## src/rtl/yalu_seq_if.sv

```systemverilog
`default_nettype none
// ============================================================================
// Module   : yalu_seq_if
// Purpose  : Operand/result valid-ready bundle for the sequential ALU.
// Revision : 1.0
// ============================================================================
interface yalu_seq_if #(
    parameter int WIDTH = 32
);
    logic             in_valid;
    logic             in_ready;
    logic [WIDTH-1:0] a;
    logic [WIDTH-1:0] b;
    logic [2:0]       op;
    logic             out_valid;
    logic             out_ready;
    logic [WIDTH-1:0] z;
    logic             zero;
    logic             ovf;
    logic             err;

    modport master (
        output in_valid, a, b, op, out_ready,
        input  in_ready, out_valid, z, zero, ovf, err
    );

    modport slave (
        input  in_valid, a, b, op, out_ready,
        output in_ready, out_valid, z, zero, ovf, err
    );
endinterface
`default_nettype wire

```

## src/rtl/yalu_seq.sv

```systemverilog
`default_nettype none
// ============================================================================
// Module   : yalu_seq
// Purpose  : Sequential ALU (AND/OR/ADD/SUB/SLT, iterative MUL/SLL/SRA).
//            Iterative multiplier built only when YALU_SEQ_MUL_EN is defined.
// Revision : 1.0
// ============================================================================
module yalu_seq #(
    parameter int WIDTH = 32,
    parameter int SHW   = $clog2(WIDTH)
) (
    input  logic      clk,
    input  logic      reset,
    yalu_seq_if.slave bus
);
    localparam int          c_cw       = SHW + 1;
    localparam logic [1:0]  c_s_idle   = 2'd0;
    localparam logic [1:0]  c_s_busy   = 2'd1;
    localparam logic [1:0]  c_s_done   = 2'd2;
    localparam logic [2:0]  c_op_and   = 3'b000;
    localparam logic [2:0]  c_op_or    = 3'b001;
    localparam logic [2:0]  c_op_add   = 3'b010;
    localparam logic [2:0]  c_op_mul   = 3'b011;
    localparam logic [2:0]  c_op_sll   = 3'b100;
    localparam logic [2:0]  c_op_sra   = 3'b101;
    localparam logic [2:0]  c_op_sub   = 3'b110;
    localparam logic [2:0]  c_op_slt   = 3'b111;
    localparam logic [SHW:0] c_cnt_one = c_cw'(1);

    logic [1:0]       state_q, state_d;
    logic [2:0]       op_q, op_d;
    logic [SHW:0]     cnt_q, cnt_d;
    logic [WIDTH-1:0] work_q, work_d;
    logic [WIDTH-1:0] z_q, z_d;
    logic             zero_q, zero_d;
    logic             ovf_q, ovf_d;
    logic             err_q, err_d;
`ifdef YALU_SEQ_MUL_EN
    localparam logic [SHW:0] c_mul_cnt = c_cw'(WIDTH);
    logic [WIDTH-1:0] mcand_q, mcand_d;
    logic [WIDTH-1:0] mplier_q, mplier_d;
`endif

    logic [SHW-1:0]   w_shamt;
    logic [WIDTH-1:0] w_sum, w_diff, w_step;
    logic             w_slt, w_is_shift, w_multi, w_last, w_accept;

    assign w_shamt    = bus.b[SHW-1:0];
    assign w_sum      = bus.a + bus.b;
    assign w_diff     = bus.a - bus.b;
    assign w_slt      = $signed(bus.a) < $signed(bus.b);
    assign w_is_shift = (bus.op == c_op_sll) || (bus.op == c_op_sra);
    assign w_last     = (cnt_q == c_cnt_one);
    assign w_accept   = (state_q == c_s_idle) && bus.in_valid;
`ifdef YALU_SEQ_MUL_EN
    assign w_multi    = (w_is_shift && (w_shamt != '0)) || (bus.op == c_op_mul);
`else
    assign w_multi    = w_is_shift && (w_shamt != '0);
`endif

    // State register (all flops reset together so an abort leaves no trace)
    always_ff @(posedge clk) begin
        if (reset) begin
            state_q <= c_s_idle;
            op_q    <= '0;
            cnt_q   <= '0;
            work_q  <= '0;
            z_q     <= '0;
            zero_q  <= 1'b0;
            ovf_q   <= 1'b0;
            err_q   <= 1'b0;
`ifdef YALU_SEQ_MUL_EN
            mcand_q  <= '0;
            mplier_q <= '0;
`endif
        end else begin
            state_q <= state_d;
            op_q    <= op_d;
            cnt_q   <= cnt_d;
            work_q  <= work_d;
            z_q     <= z_d;
            zero_q  <= zero_d;
            ovf_q   <= ovf_d;
            err_q   <= err_d;
`ifdef YALU_SEQ_MUL_EN
            mcand_q  <= mcand_d;
            mplier_q <= mplier_d;
`endif
        end
    end

    // Next-state logic
    always_comb begin
        state_d = state_q;
        case (state_q)
            c_s_idle: if (bus.in_valid) state_d = w_multi ? c_s_busy : c_s_done;
            c_s_busy: if (w_last)       state_d = c_s_done;
            c_s_done: if (bus.out_ready) state_d = c_s_idle;
            default:                    state_d = c_s_idle;
        endcase
    end

    // One iteration of the active multi-cycle op
    always_comb begin
        case (op_q)
            c_op_sll: w_step = {work_q[WIDTH-2:0], 1'b0};
            c_op_sra: w_step = {work_q[WIDTH-1], work_q[WIDTH-1:1]};
`ifdef YALU_SEQ_MUL_EN
            c_op_mul: w_step = work_q + (mplier_q[0] ? mcand_q : '0);
`endif
            default:  w_step = work_q;
        endcase
    end

    // Datapath next values
    always_comb begin
        op_d   = op_q;
        cnt_d  = cnt_q;
        work_d = work_q;
        z_d    = z_q;
        zero_d = zero_q;
        ovf_d  = ovf_q;
        err_d  = err_q;
`ifdef YALU_SEQ_MUL_EN
        mcand_d  = mcand_q;
        mplier_d = mplier_q;
`endif
        if (w_accept) begin
            op_d   = bus.op;
            work_d = bus.a;
            cnt_d  = {1'b0, w_shamt};
            ovf_d  = 1'b0;
            err_d  = 1'b0;
            case (bus.op)
                c_op_and: z_d = bus.a & bus.b;
                c_op_or:  z_d = bus.a | bus.b;
                c_op_add: begin
                    z_d   = w_sum;
                    ovf_d = (bus.a[WIDTH-1] == bus.b[WIDTH-1]) && (w_sum[WIDTH-1] != bus.a[WIDTH-1]);
                end
                c_op_sub: begin
                    z_d   = w_diff;
                    ovf_d = (bus.a[WIDTH-1] != bus.b[WIDTH-1]) && (w_diff[WIDTH-1] != bus.a[WIDTH-1]);
                end
                c_op_slt: z_d = {{(WIDTH-1){1'b0}}, w_slt};
                c_op_mul: begin
`ifdef YALU_SEQ_MUL_EN
                    work_d   = '0;
                    mcand_d  = bus.a;
                    mplier_d = bus.b;
                    cnt_d    = c_mul_cnt;
`else
                    z_d   = '0;
                    err_d = 1'b1;
`endif
                end
                default:  z_d = bus.a;  // shifts: final when amount is 0, else replaced at completion
            endcase
            zero_d = (z_d == '0);
        end else if (state_q == c_s_busy) begin
            work_d = w_step;
            cnt_d  = cnt_q - c_cnt_one;
`ifdef YALU_SEQ_MUL_EN
            mcand_d  = {mcand_q[WIDTH-2:0], 1'b0};
            mplier_d = {1'b0, mplier_q[WIDTH-1:1]};
`endif
            if (w_last) begin
                z_d    = w_step;
                zero_d = (w_step == '0);
                ovf_d  = 1'b0;
                err_d  = 1'b0;
            end
        end
    end

    // Outputs
    always_comb begin
        bus.in_ready  = (state_q == c_s_idle);
        bus.out_valid = (state_q == c_s_done);
        bus.z         = z_q;
        bus.zero      = zero_q;
        bus.ovf       = ovf_q;
        bus.err       = err_q;
    end
endmodule
`default_nettype wire
```

## src/flat_wrapper.sv

```systemverilog
// flat-port wrapper written by rule: the top's interface ports become plain ports
module yalu_seq_flat 
#(
    parameter int WIDTH = 32,
    parameter int SHW   = $clog2(WIDTH)
)
  (clk, reset, bus_in_valid, bus_a, bus_b, bus_op, bus_out_ready, bus_in_ready, bus_out_valid, bus_z, bus_zero, bus_ovf, bus_err);
  yalu_seq_if #(.WIDTH(WIDTH)) bus_i ();
  input  logic clk;
  input  logic reset;
  input wire logic [$bits(bus_i.in_valid)-1:0] bus_in_valid;
  input wire logic [$bits(bus_i.a)-1:0] bus_a;
  input wire logic [$bits(bus_i.b)-1:0] bus_b;
  input wire logic [$bits(bus_i.op)-1:0] bus_op;
  input wire logic [$bits(bus_i.out_ready)-1:0] bus_out_ready;
  output wire logic [$bits(bus_i.in_ready)-1:0] bus_in_ready;
  output wire logic [$bits(bus_i.out_valid)-1:0] bus_out_valid;
  output wire logic [$bits(bus_i.z)-1:0] bus_z;
  output wire logic [$bits(bus_i.zero)-1:0] bus_zero;
  output wire logic [$bits(bus_i.ovf)-1:0] bus_ovf;
  output wire logic [$bits(bus_i.err)-1:0] bus_err;
  assign bus_i.in_valid = bus_in_valid;
  assign bus_i.a = bus_a;
  assign bus_i.b = bus_b;
  assign bus_i.op = bus_op;
  assign bus_i.out_ready = bus_out_ready;
  assign bus_in_ready = bus_i.in_ready;
  assign bus_out_valid = bus_i.out_valid;
  assign bus_z = bus_i.z;
  assign bus_zero = bus_i.zero;
  assign bus_ovf = bus_i.ovf;
  assign bus_err = bus_i.err;
  yalu_seq #(.WIDTH(WIDTH), .SHW(SHW)) u_core (.clk(clk), .reset(reset), .bus(bus_i));
endmodule
```

## config.mk

```make
export PLATFORM = sky130hd
export DESIGN_NAME = yalu_seq_flat
export DESIGN_NICKNAME = d
export VERILOG_FILES = /design/src/rtl/yalu_seq_if.sv /design/src/rtl/yalu_seq.sv /design/src/flat_wrapper.sv
export SDC_FILE = /design/constraint.sdc
export NUM_CORES = 1
export LEC_CHECK = 0
export ABC_CLOCK_PERIOD_IN_PS = 7750
export CORE_UTILIZATION = 60
export CTS_CLUSTER_SIZE = 14
export DETAILED_ROUTE_END_ITERATION = 8
export PLACE_DENSITY = 0.83
export REMOVE_ABC_BUFFERS = 1
export SYNTH_ARGS = -nofsm -noshare
export SYNTH_HDL_FRONTEND = slang
export SYNTH_SLANG_ARGS = --single-unit
```

## constraint.sdc

```tcl
create_clock -name clk -period 7.75 [get_ports clk]
set_clock_uncertainty 0.1 [all_clocks]
set_input_delay 1.9375 -clock clk [delete_from_list [all_inputs] [get_ports clk]]
set_output_delay 1.9375 -clock clk [all_outputs]
set_load 0.02 [all_outputs]
```

======== Yosys cells after proc, flatten, opt, wreduce, memory -nomap -nowiden ========
Index checks and enable logic that the tools add are counted.
storage, ports and cells
  word-level logic and storage cells ...... 73
  register bits ........................... 78
  input bits .............................. 71
  output and inout port bits .............. 37
operators by class
  reduce and logical (&&, ||, !) cells .... 15
  mux-type cells .......................... 24
  magnitude comparators ................... 1
  bitwise logic cells ..................... 2
  $add $sub $neg .......................... 3
  equal/unequal tests ..................... 19
operator list
  cell                                               number
  2-to-1 mux 32 bit                                  6
  case mux 32 bit (6 select lines)                   1
  zero test 32 bit                                   2
  case mux 32 bit (2 select lines)                   1
  adder 32 bit                                       1
  bitwise AND 32 bit                                 1
  < comparator 32 bit                                1
  bitwise OR 32 bit                                  1
  subtractor 32 bit                                  1
  == test 3 bit (second input constant)              6
  2-to-1 mux 5 bit                                   2
  2-to-1 mux 1 bit                                   8
  2-to-1 mux 2 bit                                   4
  == test 3 x 2 -> 1 bit (second input constant)     2
  == test 6 x 1 -> 1 bit (second input constant)     1
  case mux 2 bit (3 select lines)                    1
  subtractor 6 x 1 -> 6 bit (second input constant)  1
  nonzero test 5 bit                                 1
  logical AND 1 bit                                  4
  != test 2 bit (second input constant)              2
  nonzero test 2 bit                                 2
  == test 3 x 1 -> 1 bit (second input constant)     1
  zero test 3 bit                                    1
  != test 1 bit                                      3
  other kinds (10)                                   10

======== Logic depth before layout (Yosys ltp) ========
  depth in word-level cells ............... 6
  depth in mapped cells ................... 15

======== Worst setup path after synthesis ========
No wires, ideal clock.
  path type ............................... input to register
  start ................................... input port bus_a[0]
  end ..................................... register u_core.zero_q, in the netlist u_core.bus.zero
  arrival time ............................ 5.381 ns
  stages .................................. 14
  setup slack ............................. 2.173 ns
  path through ............................ inv_1 -> ha_1 -> fa_1 -> or2_4 -> a2111o_1 -> o41ai_4 -> o21ai_2 -> o211ai_2 -> a21oi_1 -> o32a_1 -> or4b_1 -> nor4_1 -> nand4_1 -> o41ai_2
on the way
  longest elaborated chain between the ends .. 5
  elaborated cells on any way between the ends .. 9
RTL lines
  what                                       RTL line            RTL
  start, declared                            flat_wrapper.sv:12  input wire logic [$bits(bus_i.a)-1:0] bus_a;
  subtractor 32 bit (tied with other cells)  yalu_seq.sv:50      assign w_diff = bus.a - bus.b;
  case mux 32 bit (6 select lines) (*)       yalu_seq.sv:134     case (bus.op)
  2-to-1 mux 32 bit (*)                      yalu_seq.sv:128     if (w_accept) begin
  zero test 32 bit (*)                       yalu_seq.sv:159     zero_d = (z_d == '0);
  2-to-1 mux 1 bit (*)                       yalu_seq.sv:128
  end signal, assigned                       yalu_seq.sv:82      zero_q <= zero_d;
  end, declared                              yalu_seq.sv:35      logic zero_q, zero_d;
Mark *: on every way between the ends. The rest lies on a longest branch, timed or not. The select of a mux whose other input is x is not followed.
A chain may end at the register's enable or synchronous reset.

======== Final worst setup path ========
Same ends and word-level chain as after synthesis.

==> impl_metrics.yaml <==
global_routing:
  grt_pass1_wl_um: 58000
  grt_pass1_vias: 10600
  grt_antenna_before_repair: 0
  grt_max_degree: 80
  grt_use_total: 0.444
  grt_overflow: 0
placed_design:
  gp_congestion: 1.04
  placed_cells: 1700
  dp_hpwl_um: 28200
  port_buffers: 107
finish:
  drive_above_1_share: 0.0507
  antenna_cells: 0
  finalNonFillerCells: 1716
  fillers: 1406
  post-route-util: 0.712
  syn2layout_area_growth_pct: 14.7
  fin_nets: 1683
die:
  die_w_um: 131
  die_area_um2: 17100
  core_region_area_um2: 16000
  start_util: 0.620
  fp.dieH_um: 131
  ios: 108
  rows: 46
detailed_routing:
  vias: 11700
  drt-pass1-iter-count: 5
  drt-met1-wl_um: 14800
  drt_iter0_markers: 1596
  routed.top_layer: "met4"
  finalWirelength_um: 38200
  ant_nets: 0
  dr_wl_met3_um: 4410
  drc: 0
  met2_length_um: 16600
  vias_per_cell: 6.82
  wl_per_cell_um: 22.2
power:
  p_switching_w: 0.000687
  leakage_nw: 4.55
  p_seq_frac: 0.276
  powerDensity_nw_per_um2: 148
  switching_share: 0.408
  p_int_w: 0.00100
  combPwrFrac: 0.441
  clkPwrFrac: 0.283
  peakVddDrop_mv: 0.120
synthesis:
  yosysUniqueCellTypes: 85
  ys_ff_latch: 78
  ys.flop_type: "dfxtp_1"
  synth_top_area_frac: 0.157
  yosys_warnings: 0
  async_reset_ff_frac: 0
  synth_most_common_cell: "nor2_1"
  syn_inst: 1454
  synth_top_area_cell: "dfxtp_1"
  synth_area_um2: 9930
  avgSynthCellArea_um2: 6.83
  ys_top_cells_by_count: "nor2_1 (228), a21oi_1 (158), nand2_1 (120)"
  synth-edff-count: 0
  netlist_top_cells_area: "dfxtp_1 (16%), ha_1 (14%), nor2_1 (8.6%)"
  yosysSeqAreaShare: 0.157
critical_path:
  crit_type: "primary input to register"
  crit_start: "bus_a[0]"
  crit_path_start_kind: "primary input"
  path_max_fanout: 4
  r2r-end: "u_core.bus.zero"
  crit_required_ns: 7.88
  ff2ff_path_depth: 11
  worst_setup_path_end_kind: "register"
  r2r_slack_ns: 4.06
  endpoint: "u_core.bus.zero"
  cp.arrival_ns: 6.87
  worstReg2RegStart: "u_core.state_q[0]"
clocking:
  cts_tree: "done"
  clkTransAtPathRegs_ns: 0.07
  postCtsSetupBuffers: 0
  cts_root_buffer: "clkbuf_16"
  cts_hold_buf: 0
  numCtsBuffers: 9
  postCtsResizedCells: 0
  clk_latency_ns: 0.34
  cts.path.max_buffers: 2
  h-tree-depth: 3
  clock_sink_count: 78
sta:
  relSlewSlack: 0.278
  worstMarginPinSlew_ns: 1.08
  fmax_mhz: 148
  setup-violations-final: 0
  finalMaxSlewViolations: 0
  period_share: 0.870
  finalSetupTns_ns: 0
  fin_crit_ns: 6.74
  hold_violations: 0
  holdWs_ns: 0.359
  grt_setup_unrepaired: "no"
outcome:
  outcome: "finished, final reports clean"
hold_path:
  hold_class: "register to register"
job:
  max-cap-violations: 0
## sequential cells by signal, summed over array words and instances (netlist names)
signal           cells
u_core.bus.z        32
u_core.bus.err       1
u_core.bus.zero      1
u_core.cnt_q         6
u_core.op_q          3
u_core.bus.ovf       1
u_core.state_q       2
u_core.work_q       32
## power groups by stage
stage / Combinational (W) / Clock (W) / Sequential [W]
after floorplan: 0.000428 / 0 / 0.000482
after global placement: 0.000705 / 0 / 0.000470
after detailed placement: 0.000714 / 0 / 0.000471
after CTS: 0.000718 / 0.000477 / 0.000463
after global routing: 0.000795 / 0.000493 / 0.000468
final: 0.000745 / 0.000478 / 0.000465
## worst min-delay path by stage
stage	start	endpoint	slack, ns	cells after the start
detailed placement	u_core.op_q[1]	u_core.op_q[1]	0.35	2
floorplan	u_core.op_q[1]	u_core.op_q[1]	0.33	2
global placement	u_core.op_q[1]	u_core.op_q[1]	0.34	2
CTS	u_core.op_q[1]	u_core.op_q[1]	0.36	2
finish	u_core.op_q[1]	u_core.op_q[1]	0.36	2
global route	u_core.op_q[1]	u_core.op_q[1]	0.39	2
## stage by stage
stage               setup slack, ns  instance area (µm²)  power [W]
CTS                            1.20                11400    0.00166
detailed placement            0.887                11100    0.00118
global placement               1.02                11100    0.00118
floorplan                      2.17                 9530   0.000910
global route                  0.925                11400    0.00176
finish                         1.01                11400    0.00169
## layer usage
metal | up-vias | global-route usage
met5 | - | 0
met4 | 0 | 0.254
met3 | 191 | 0.0900
met2 | 823 | 0.694
met1 | 5367 | 0.567
li1 | 5323 | -
## worst max-delay path, cell delays in order
cell             delay (ns)
clkdlybuf4s50_1        0.55
inv_1                  0.08
ha_1                   0.21
fa_1                   0.39
or2_4                  0.28
a2111o_1               0.46
o41ai_4                0.47
o21ai_2                0.14
o21ai_1                0.30
o311ai_1               0.20
a2111oi_0              0.60
o2111ai_1              0.20
nor4_1                 0.47
nand4_1                0.17
o41ai_2                0.39
## layout make-up
class                           instances  area, µm²  share of cell area
Clock buffer                           11        243              0.0213
Clock inverter                          5       81.3             0.00714
Inverter                              111        417              0.0366
Multi-Input combinational cell       1163       7570               0.665
Sequential cell                        78       1560               0.137
Tap cell                              216        270              0.0237
Timing Repair Buffer                  132       1240               0.109
## cell families after synthesis
group | after synthesis | share of synthesized area
mux | 42 | 0.0431
compound gates | 484 | 0.323
xor+xnor | 21 | 0.0185
flops | 78 | 0.157
buf+inv | 213 | 0.0819
fa+ha+maj | 117 | 0.149
simple gates | 499 | 0.227
## layout by cell type (no fill, tap or decap), drive strengths merged, types with 5 or more instances in the layout
cell type | Yosys | layout
or3 | 5 | 5
a31oi | 15 | 15
nor4 | 20 | 20
ha | 115 | 115
and2 | 9 | 9
xnor2 | 19 | 19
o211ai | 11 | 11
nor2b | 13 | 13
a2111oi | 8 | 8
o21bai | 5 | 5
inv | 109 | 110
o21a | 9 | 9
clkbuf | 82 | 11
nor2 | 228 | 228
o22ai | 12 | 12
buf | 20 | 28
nand4b | 6 | 6
nor3 | 27 | 27
nand2b | 8 | 8
o311ai | 7 | 7
a21oi | 158 | 158
a211oi | 29 | 29
nand4 | 16 | 16
a21o | 10 | 10
o21ai | 79 | 79
nand2 | 120 | 120
o31ai | 22 | 22
nand3 | 19 | 19
mux2i | 36 | 36
a221oi | 44 | 44
mux2 | 6 | 6
clkdlybuf4s50 | 0 | 104
and3 | 7 | 7
a211o | 6 | 6
a22oi | 20 | 20
dfxtp | 78 | 78
No activity file was read; power rests on OpenSTA's default activity.
